`src/rtl/fetch_queue.sv`:
```
// Instruction fetch queue between the PC/instruction-memory stage and decode.
// Buffers up to DEPTH {pc, inst} pairs and presents the oldest to decode show-ahead.
module fetch_queue #(
  parameter int DEPTH = 4,
  parameter int AW    = 32,
  parameter int DW    = 32
) (
  input  logic                     clk,
  input  logic                     rst,
  input  logic                     ce_i,
  input  logic [AW-1:0]            pc_i,
  input  logic [DW-1:0]            inst_i,
  input  logic                     flush_i,
  input  logic                     id_ready_i,
  output logic                     full_o,
  output logic                     id_valid_o,
  output logic [AW-1:0]            id_pc_o,
  output logic [DW-1:0]            id_inst_o,
  output logic [$clog2(DEPTH):0]   count_o,
  output logic                     ovf_o
);

  localparam int PW = $clog2(DEPTH);
  localparam logic [PW-1:0] PTR_ONE  = PW'(1);
  localparam logic [PW:0]   CNT_ONE  = (PW + 1)'(1);
  localparam logic [PW:0]   CNT_FULL = (PW + 1)'(DEPTH);

  logic [AW-1:0] pc_mem   [DEPTH];
  logic [DW-1:0] inst_mem [DEPTH];
  logic [PW-1:0] wp;
  logic [PW-1:0] rp;
  logic [PW:0]   cnt;
  logic          push;
  logic          pop;

  // Status decodes come only from the registered count, never from the inputs.
  assign full_o     = (cnt == CNT_FULL);
  assign id_valid_o = (cnt != '0);
  assign count_o    = cnt;

  assign push = ce_i & ~full_o & ~flush_i;
  assign pop  = id_valid_o & id_ready_i & ~flush_i;

  assign id_pc_o   = id_valid_o ? pc_mem[rp]   : '0;
  assign id_inst_o = id_valid_o ? inst_mem[rp] : '0;

  // NOTE: sequential state uses non-blocking assignments so every register
  // samples the pre-edge values of its neighbours.
  always_ff @(posedge clk) begin
    if (rst) begin
      wp    <= '0;
      rp    <= '0;
      cnt   <= '0;
      ovf_o <= 1'b0;
    end else if (flush_i) begin
      wp  <= '0;
      rp  <= '0;
      cnt <= '0;
    end else begin
      if (push) wp <= wp + PTR_ONE;
      if (pop)  rp <= rp + PTR_ONE;
      case ({push, pop})
        2'b10:   cnt <= cnt + CNT_ONE;
        2'b01:   cnt <= cnt - CNT_ONE;
        default: cnt <= cnt;
      endcase
      // A fetch presented while full means the PC stage failed to stall.
      if (ce_i && full_o) ovf_o <= 1'b1;
    end
  end

  // NOTE: the entry storage has no reset; an entry is only visible once the
  // occupancy count covers it, so stale contents are never observed.
  always_ff @(posedge clk) begin
    if (push) begin
      pc_mem[wp]   <= pc_i;
      inst_mem[wp] <= inst_i;
    end
  end

endmodule

```
`config.mk`:
```
export PLATFORM = sky130hd
export DESIGN_NAME = fetch_queue
export DESIGN_NICKNAME = d
export VERILOG_FILES = /design/src/rtl/fetch_queue.sv
export SDC_FILE = /design/constraint.sdc
export NUM_CORES = 1
export LEC_CHECK = 0
export ABC_AREA = 1
export CAP_MARGIN = 30
export CORE_MARGIN = 3
export CORE_UTILIZATION = 44
export CTS_BUF_LIST = sky130_fd_sc_hd__clkbuf_8
export DETAILED_ROUTE_END_ITERATION = 10
export PLACE_DENSITY = 0.69
export REMOVE_ABC_BUFFERS = 1
export SYNTH_ARGS = -nofsm -noshare
export SYNTH_HDL_FRONTEND = slang
export SYNTH_SLANG_ARGS = --single-unit
```
`constraint.sdc`:
```
create_clock -name clk -period 3.95 [get_ports clk]
set_clock_uncertainty 0.2 [all_clocks]
set_input_delay 0.395 -clock clk [delete_from_list [all_inputs] [get_ports clk]]
set_output_delay 0.395 -clock clk [all_outputs]
set_load 0.01 [all_outputs]
```
==> run summary, run 1 <==
========================================================================================================
Time the worst path needs with I/O delays and setup                                              3334 ps
Y dimension of the die                                                                          160.1 um
Number of clock sinks                                                                                266
PnR Total Power                                                                               0.005512 W
DR DRC count                                                                                           0
Initial DRT Pass Iterations                                                                            5
Vias per inst                                                                                      5.045
Sequence of cells on the critical path                                                      buf_4, nor2_1, nor2_1, o21ai_0, a21oi_1, clkdlybuf4s50_1
Utilization after layout                                                                          56.12%
Cell variety after synth                                                                              17
Mean instance size in the synthesized netlist                                                  12.56 um2
Wire length of the first global-routing pass                                                   35,610 um
Count of H-tree levels built during CTS                                                                2
CTS tree                                                                                           built
Largest driver fanout on the critical path                                                            40
Critical path required time                                                                      3360 ps
Type of destination of the critical path                                                    primary output
IO buf count                                                                                         138
Horizontal extent of the die                                                                    160.1 um
R2R Path Start                                                                              count_o[1]$_SDFFE_PP0P_
First-iteration detailed-routing DRC count                                                           610
Via count of the routed design                                                                     6,695
Worst setup SP type                                                                                 flop
Power density cells                                                                         427.3 mW/mm2
Die footprint                                                                                0.02564 mm2
R2r setup slk                                                                                    1590 ps
Worst vdd rail ir drop                                                                         0.1837 mV
Effective utilization at floorplan                                                                45.47%
Hold Path Stages                                                                                       2
Max_slew headroom                                                                                 37.30%
Critical Path Slowest Stage Cell                                                            sky130_fd_sc_hd__dfxtp_4
Via count of the first global-routing pass                                                         6,622
Number of warnings issued by yosys                                                                     0
Origin of the worst min-delay path                                                                   rst
Clock buffers created by TritonCTS                                                                    43
Site Rows                                                                                             55
Total setup buffers inserted after CTS                                                                 0
RSZ-0062 raised after global routing                                                               false
Share of layout cells above drive strength 1                                                      7.101%
Post-CTS clock slew at the launch and capture registers of the worst setup and hold paths          60 ps
Synthesized cell area                                                                        0.01045 mm2
Result of the run                                                                           finished clean
Worst stage delay on the critical path                                                            660 ps
Cell type with the highest occurrence count on the critical path                            sky130_fd_sc_hd__nor2_1
Synthesis-to-finish area growth                                                                   23.44%
Max-cap viol count                                                                                     0
Total half-perimeter wirelength after legalization and detailed placement                      12,200 um
Seq/Total Area, Yosys                                                                             75.48%
Data arrival, critical path                                                                      2740 ps
Final count of negative-setup-slack endpoints                                                          0
Static Leak                                                                                     4.388 nW
Congestion Overflow GR                                                                                 0
Area of the core                                                                             0.02298 mm2
Number of antenna repair diodes                                                                        0
Number of antenna violations at the first check in global routing                                      1
Number of instances in the synthesized netlist                                                       832
Top-level I/O count                                                                                  139
Average routed wire per standard cell                                                           16.96 um
Number of synthesized register bits                                                                  266
Worst Hold Path EP                                                                          ovf_o$_SDFFE_PP0P_
Max clock buf depth                                                                                    3
Final WL                                                                                       22,510 um
Max-slew violation count                                                                               0
Hold crit path type                                                                               in2reg
Worst-Skew Late Latency                                                                           530 ps
Highest attainable clock frequency                                                            0.2999 GHz
CTS Root Cell                                                                               sky130_fd_sc_hd__clkbuf_8
GRT Overall Usage                                                                                 17.52%
Period utilisation layout                                                                         84.41%
Depth of the worst register-to-register path                                                          12
Final nets                                                                                         1,057
Worst flop-to-flop path endpoint                                                            count_o[2]$_SDFFE_PP0P_
Final Wtd Congestion                                                                              0.7448
CTS Hold Bufs                                                                                          0
Number of antenna-violating nets in the routed design                                                  0
Resized cells post-CTS                                                                                 0
Transition time at the pin with the least slew margin                                           939.2 ps
Final hold violation count                                                                             0
Classification of the worst setup path                                                           reg2out
Maximum number of pins on one net before global-route repair                                          83
========================================================================================================
-- power breakdown --
part | switching (W) | internal, W
clock network | 0.00100 | 0.00105
registers | 0.0000112 | 0.00313
logic | 0.000163 | 0.000149
-- worst max path at each step --
| stage | slack [ps] | from | endpoint | cells after the start |
|---|---|---|---|---|
| 2_1_floorplan | -840 | flop | id_inst_o[30] | 3 |
| 3_3_place_gp | 1100 | ce_i | pc_mem[2][27]$_DFFE_PP_ | 6 |
| 3_5_place_dp | 1070 | flush_i | pc_mem[2][27]$_DFFE_PP_ | 5 |
| 4_1_cts | 570 | flop | id_pc_o[31] | 6 |
| 5_1_grt | 390 | flop | id_pc_o[4] | 6 |
| 6_report | 620 | flop | id_inst_o[30] | 6 |
-- layer usage --
metal / global-route usage [%] / vias to the layer above / share of wire, %
met5: 0 / - / 0.058
met4: 6.272 / 2 / 1.8
met3: 5.240 / 31 / 7.7
met2: 28.41 / 215 / 48
met1: 22.53 / 3213 / 43
li1: - / 3234 / -
-- per-stage QoR --
stage                     instances  area (um2)  setup TNS [ps]  setup slack, ps  hold slack, ps
after floorplan                 785       10150         -101420           -840.4           264.3
after global placement         1250       12150               0             1104           258.3
after detailed placement       1250       12150               0             1072           272.2
after CTS                      1327       12900               0            565.3           198.7
after global routing           1327       12900               0            388.8           249.5
final                          1327       12900               0            615.9           227.5
-- logic make-up (layout without fill, tap and decap cells) --
family / after synthesis / count (layout) / synth area share (%)
flip-flops: 266 / 266 / 75.48
AND/OR/NAND/NOR: 292 / 292 / 10.55
AO/OA/AOI/OAI: 199 / 199 / 9.531
buffers and inverters: 69 / 251 / 3.652
adder cells (fa/ha/maj): 6 / 6 / 0.7902
-- layout make-up --
| cell class | count | area (um2) |
|---|---|---|
| timing repair buffer | 152 | 1574 |
| clock inverter | 32 | 127.6 |
| sequential | 266 | 7893 |
| inverter | 22 | 83.83 |
| fill | 1929 | 10080 |
| tap | 313 | 391.6 |
| multi-input combinational | 497 | 2211 |
| clock buffer | 45 | 619.3 |
-- critical path, delay by kind of cell (launching register included) --
kind	cells	cell delay [ps]
DFF	1	660
buffers and inverters	2	1030
AOI/OAI and AO/OA	2	340
and+or+nand+nor	2	180
-- cell usage after synthesis (all sizes together) --
library cell  count  area (um2)
buf              35       254.0
nand3             5       25.02
o21ai           129       645.6
dfxtp            10       200.2
a21oi            70       350.3
nand2            17       63.81
clkbuf           12       45.04
ha                5       62.56
inv              22       82.58
nor2            270        1013
fa                1       20.02
edfxtp          256        7687
-- sequential cells by signal (all words and copies together), names as in the netlist, named ones only --
register  flops
inst_mem    128
pc_mem      128
count_o       3
rp            2
wp            2
ovf_o         1
-- cells in the final DEF, fill, tap and decap left out, drive strengths merged --
master,Yosys,final
nor2,270,270
edfxtp,256,256
clkdlybuf4s50,0,138
o21ai,129,129
a21oi,70,70
clkbuf,12,45
inv,22,35
clkinv,0,18
nand2,17,17
buf,35,14
dfxtp,10,10
nand3,5,5
ha,5,5
fa,1,1
clkinvlp,0,1
(Power assumes the default switching activity.)
==> run 2: changes to the inputs <==
==> constraint.sdc (replaced) <==
create_clock -name clk -period 2.7 [get_ports clk]
set_clock_uncertainty 0.2 [all_clocks]
set_input_delay 0.27 -clock clk [delete_from_list [all_inputs] [get_ports clk]]
set_output_delay 0.27 -clock clk [all_outputs]
set_load 0.01 [all_outputs]
==> run 2 against run 1 <==
Compared with the run above: flip-flop and latch count stayed put; via count is 0.66% higher; largest power group unchanged; final cell count is 1.5% higher; global-route usage is 0.66 points higher; first-iteration DRC count is 21% lower; hold slack worse by 92 ps.
==> run summary, run 2 (synthesis gave the netlist of run 1 again) <==
========================================================================================================
Result of the run                                                                           finished clean
Placed standard-cell area                                                                    0.01227 mm2   +0.99%
Total half-perimeter wirelength after legalization and detailed placement                      12,700 um   +4.2%
CTS Root Cell                                                                               sky130_fd_sc_hd__clkbuf_8
Largest driver fanout on the critical path                                                            30   -25%
Final count of negative-setup-slack endpoints                                                          0   unchanged
Horizontal extent of the die                                                                    160.1 um   unchanged
Share of power burned in combinational logic                                                        5.5%   -0.2 points
Net Sw Power                                                                                  0.001744 W   +48%
PnR Total Power                                                                               0.008252 W   +50%
Clock buffers created by TritonCTS                                                                    42   -2.3%
Max-slew violation count                                                                               0   unchanged
R2r setup slk                                                                                     620 ps   -970 ps
Congestion Overflow GR                                                                                 0   unchanged
Most common cell after layout, fill and taps aside                                          sky130_fd_sc_hd__nor2_1
Classification of the worst setup path                                                           reg2out
Worst setup SP type                                                                                 flop
Final nets                                                                                         1,075   +1.7%
Final Wtd Congestion                                                                              0.7579   +1.8%
Initial DRT Pass Iterations                                                                            4   -1
Filler cell count                                                                                  1,893   -1.9%
Highest attainable clock frequency                                                            0.3950 GHz
Post-CTS clock slew at the launch and capture registers of the worst setup and hold paths          60 ps   about the same
Max clock buf depth                                                                                    3   unchanged
Synthesis-to-finish area growth                                                                   27.51%
Area of the core                                                                             0.02298 mm2   unchanged
Y dimension of the die                                                                          160.1 um   unchanged
Effective utilization at floorplan                                                                45.47%   unchanged
Multi-input logic area                                                                      0.002228 mm2   +0.79%
Share of layout cells above drive strength 1                                                      9.768%   +2.7 points
Worst stage delay on the critical path                                                            410 ps   -250 ps
Time the worst path needs with I/O delays and setup                                              2532 ps
Final-layout worst hold slack                                                                   135.9 ps   -91.56 ps
Site Rows                                                                                             55   unchanged
Origin of the worst min-delay path                                                                   rst
IO buf count                                                                                         138   unchanged
GRT Overall Usage                                                                                 18.18%   +0.66 points
Via count of the first global-routing pass                                                         6,767   +2.2%
Data arrival, critical path                                                                      2060 ps   -680 ps
Number of antenna-violating nets in the routed design                                                  0   unchanged
Period utilisation layout                                                                         93.77%
Critical Path Slowest Stage Cell                                                            sky130_fd_sc_hd__dfxtp_4
Hold crit path type                                                                               in2reg
Sequence of cells on the critical path                                                      buf_12, clkinv_8, bufbuf_16, o21ai_0, a21oi_1, dlygate4sd2_1
Worst-Skew Late Latency                                                                           520 ps   about the same
Power density cells                                                                         619.3 mW/mm2   +45%
Via count of the routed design                                                                     6,739   +0.66%
Worst Hold Path EP                                                                          ovf_o$_SDFFE_PP0P_
Depth of the worst register-to-register path                                                          12   unchanged
Final instance area                                                                          0.01333 mm2   +3.3%
Final WL                                                                                       23,420 um   +4.0%
Internal power summed over all cells                                                          0.006508 W   +50%
Worst vdd rail ir drop                                                                         0.3027 mV   +65%
Met1 GRT Util                                                                                     23.80%   +1.3 points
Vias per inst                                                                                      5.003   -0.84%
Met2 track utilization from global routing                                                        30.17%   +1.8 points
Number of antenna repair diodes                                                                        0   unchanged
Sw Share                                                                                          21.14%   -0.23 points
Transition time at the pin with the least slew margin                                           507.6 ps   -431.6 ps
Max-cap viol count                                                                                     0   unchanged
Hold Path Stages                                                                                       2   unchanged
First-iteration detailed-routing DRC count                                                           480   -21%
Share of total power in sequential cells                                                           55.7%   -1.4 points
Type of destination of the critical path                                                    primary output
Top-level I/O count                                                                                  139   unchanged
Proportion of power drawn by the clock network                                                     38.8%   +1.5 points
Average routed wire per standard cell                                                           17.39 um   +2.5%
Combined flip-flop and latch cell area                                                      0.007893 mm2   unchanged
Max_slew headroom                                                                                 66.16%   +29 points
Maximum number of pins on one net before global-route repair                                          65   -22%
Wire length of the first global-routing pass                                                   36,980 um   +3.9%
CTS tree                                                                                           built
Die footprint                                                                                0.02564 mm2   unchanged
Most frequent cells in the layout                                                           sky130_fd_sc_hd__nor2_1 (266), sky130_fd_sc_hd__edfxtp_1 (256), sky130_fd_sc_hd__o21ai_0 (118), sky130_fd_sc_hd__clkdlybuf4s50_1 (74), sky130_fd_sc_hd__a21oi_1 (66)
R2R Path Start                                                                              count_o[1]$_SDFFE_PP0P_
Number of antenna violations at the first check in global routing                                      1   unchanged
Critical path required time                                                                      2230 ps   -1130 ps
Worst flop-to-flop path endpoint                                                            count_o[2]$_SDFFE_PP0P_
Number of clock sinks                                                                                266   unchanged
Static Leak                                                                                     4.969 nW   +13%
Met3 usage                                                                                        5.006%   -0.23 points
Final hold violation count                                                                             0   unchanged
Count of H-tree levels built during CTS                                                                2   unchanged
DR DRC count                                                                                           0   unchanged
Most heavily used metal layer in global routing                                                     met2
========================================================================================================
## run 2: cell count changes in the layout (fill, tap and decap cells not counted), moves of 6 or more
| cell | delta |
|---|---|
| sky130_fd_sc_hd__buf_16 | +6 |
| sky130_fd_sc_hd__clkbuf_8 | +6 |
| sky130_fd_sc_hd__dlygate4sd2_1 | +57 |
| sky130_fd_sc_hd__dlymetal6s2s_1 | +6 |
| sky130_fd_sc_hd__clkdlybuf4s50_1 | -64 |
## run 2: final cells by class
type                            count  area share (%)
Inverter                           22          0.7136
Multi-Input combinational cell    497           16.72
Tap cell                          313           2.939
Clock buffer                       51           5.268
Timing Repair inverter              1         0.06573
Clock inverter                     27          0.8451
Timing Repair Buffer              170           14.22
Sequential cell                   266           59.23
## run 2: power groups by stage
stage | sequential (W) | combinational, W | clock, W
final | 0.00460 | 0.000455 | 0.00320
after global routing | 0.00460 | 0.000502 | 0.00350
after CTS | 0.00460 | 0.000460 | 0.00327
after detailed placement | 0.00469 | 0.000473 | 0
after global placement | 0.00468 | 0.000468 | 0
after floorplan | 0.00470 | 0.000152 | 0
## run 2: worst max-delay path by stage
stage | from | cells past startpoint | to
2_1_floorplan | flop | 3 | id_inst_o[30]
3_3_place_gp | flop | 5 | id_pc_o[22]
3_5_place_dp | flop | 5 | id_pc_o[22]
4_1_cts | flop | 6 | id_pc_o[15]
5_1_grt | flop | 8 | id_pc_o[5]
6_report | flop | 6 | id_pc_o[24]
## run 2: repair_timing
item | in CTS | in global routing
hold buffers | 0 | 0
pin swaps | 2 | 0
resized for setup | 72 | 9
gates cloned | 5 | 1
endpoints found under the setup margin | 64 | 18
setup buffers | 6 | 2
## run 2: critical path, delay by kind of cell (launching register included)
family	cells	cell delay, ps
AO/OA/AOI/OAI	2	300
buffers and inverters	4	810
flip-flops	1	410
## run 2: stage by stage
| step | setup TNS [ps] | std cells | utilization [%] | worst slack [ps] |
|---|---|---|---|---|
| finish | 0 | 1347 | 57.98 | 168.2 |
| global route | -1.888 | 1347 | 57.98 | -1.824 |
| CTS | -211.3 | 1345 | 57.80 | -69.95 |
| detailed placement | 0 | 1256 | 53.40 | 368.9 |
| global placement | 0 | 1256 | 53.40 | 359.9 |
| floorplan | -481260 | 785 | - | -1965 |
## run 2: routing by layer
layer / vias to the layer above / share of wire, %
met1: 3221 / 43
met3: 32 / 7.3
met4: 2 / 1.3
met2: 206 / 48
met5: - / 0.047
li1: 3278 / -
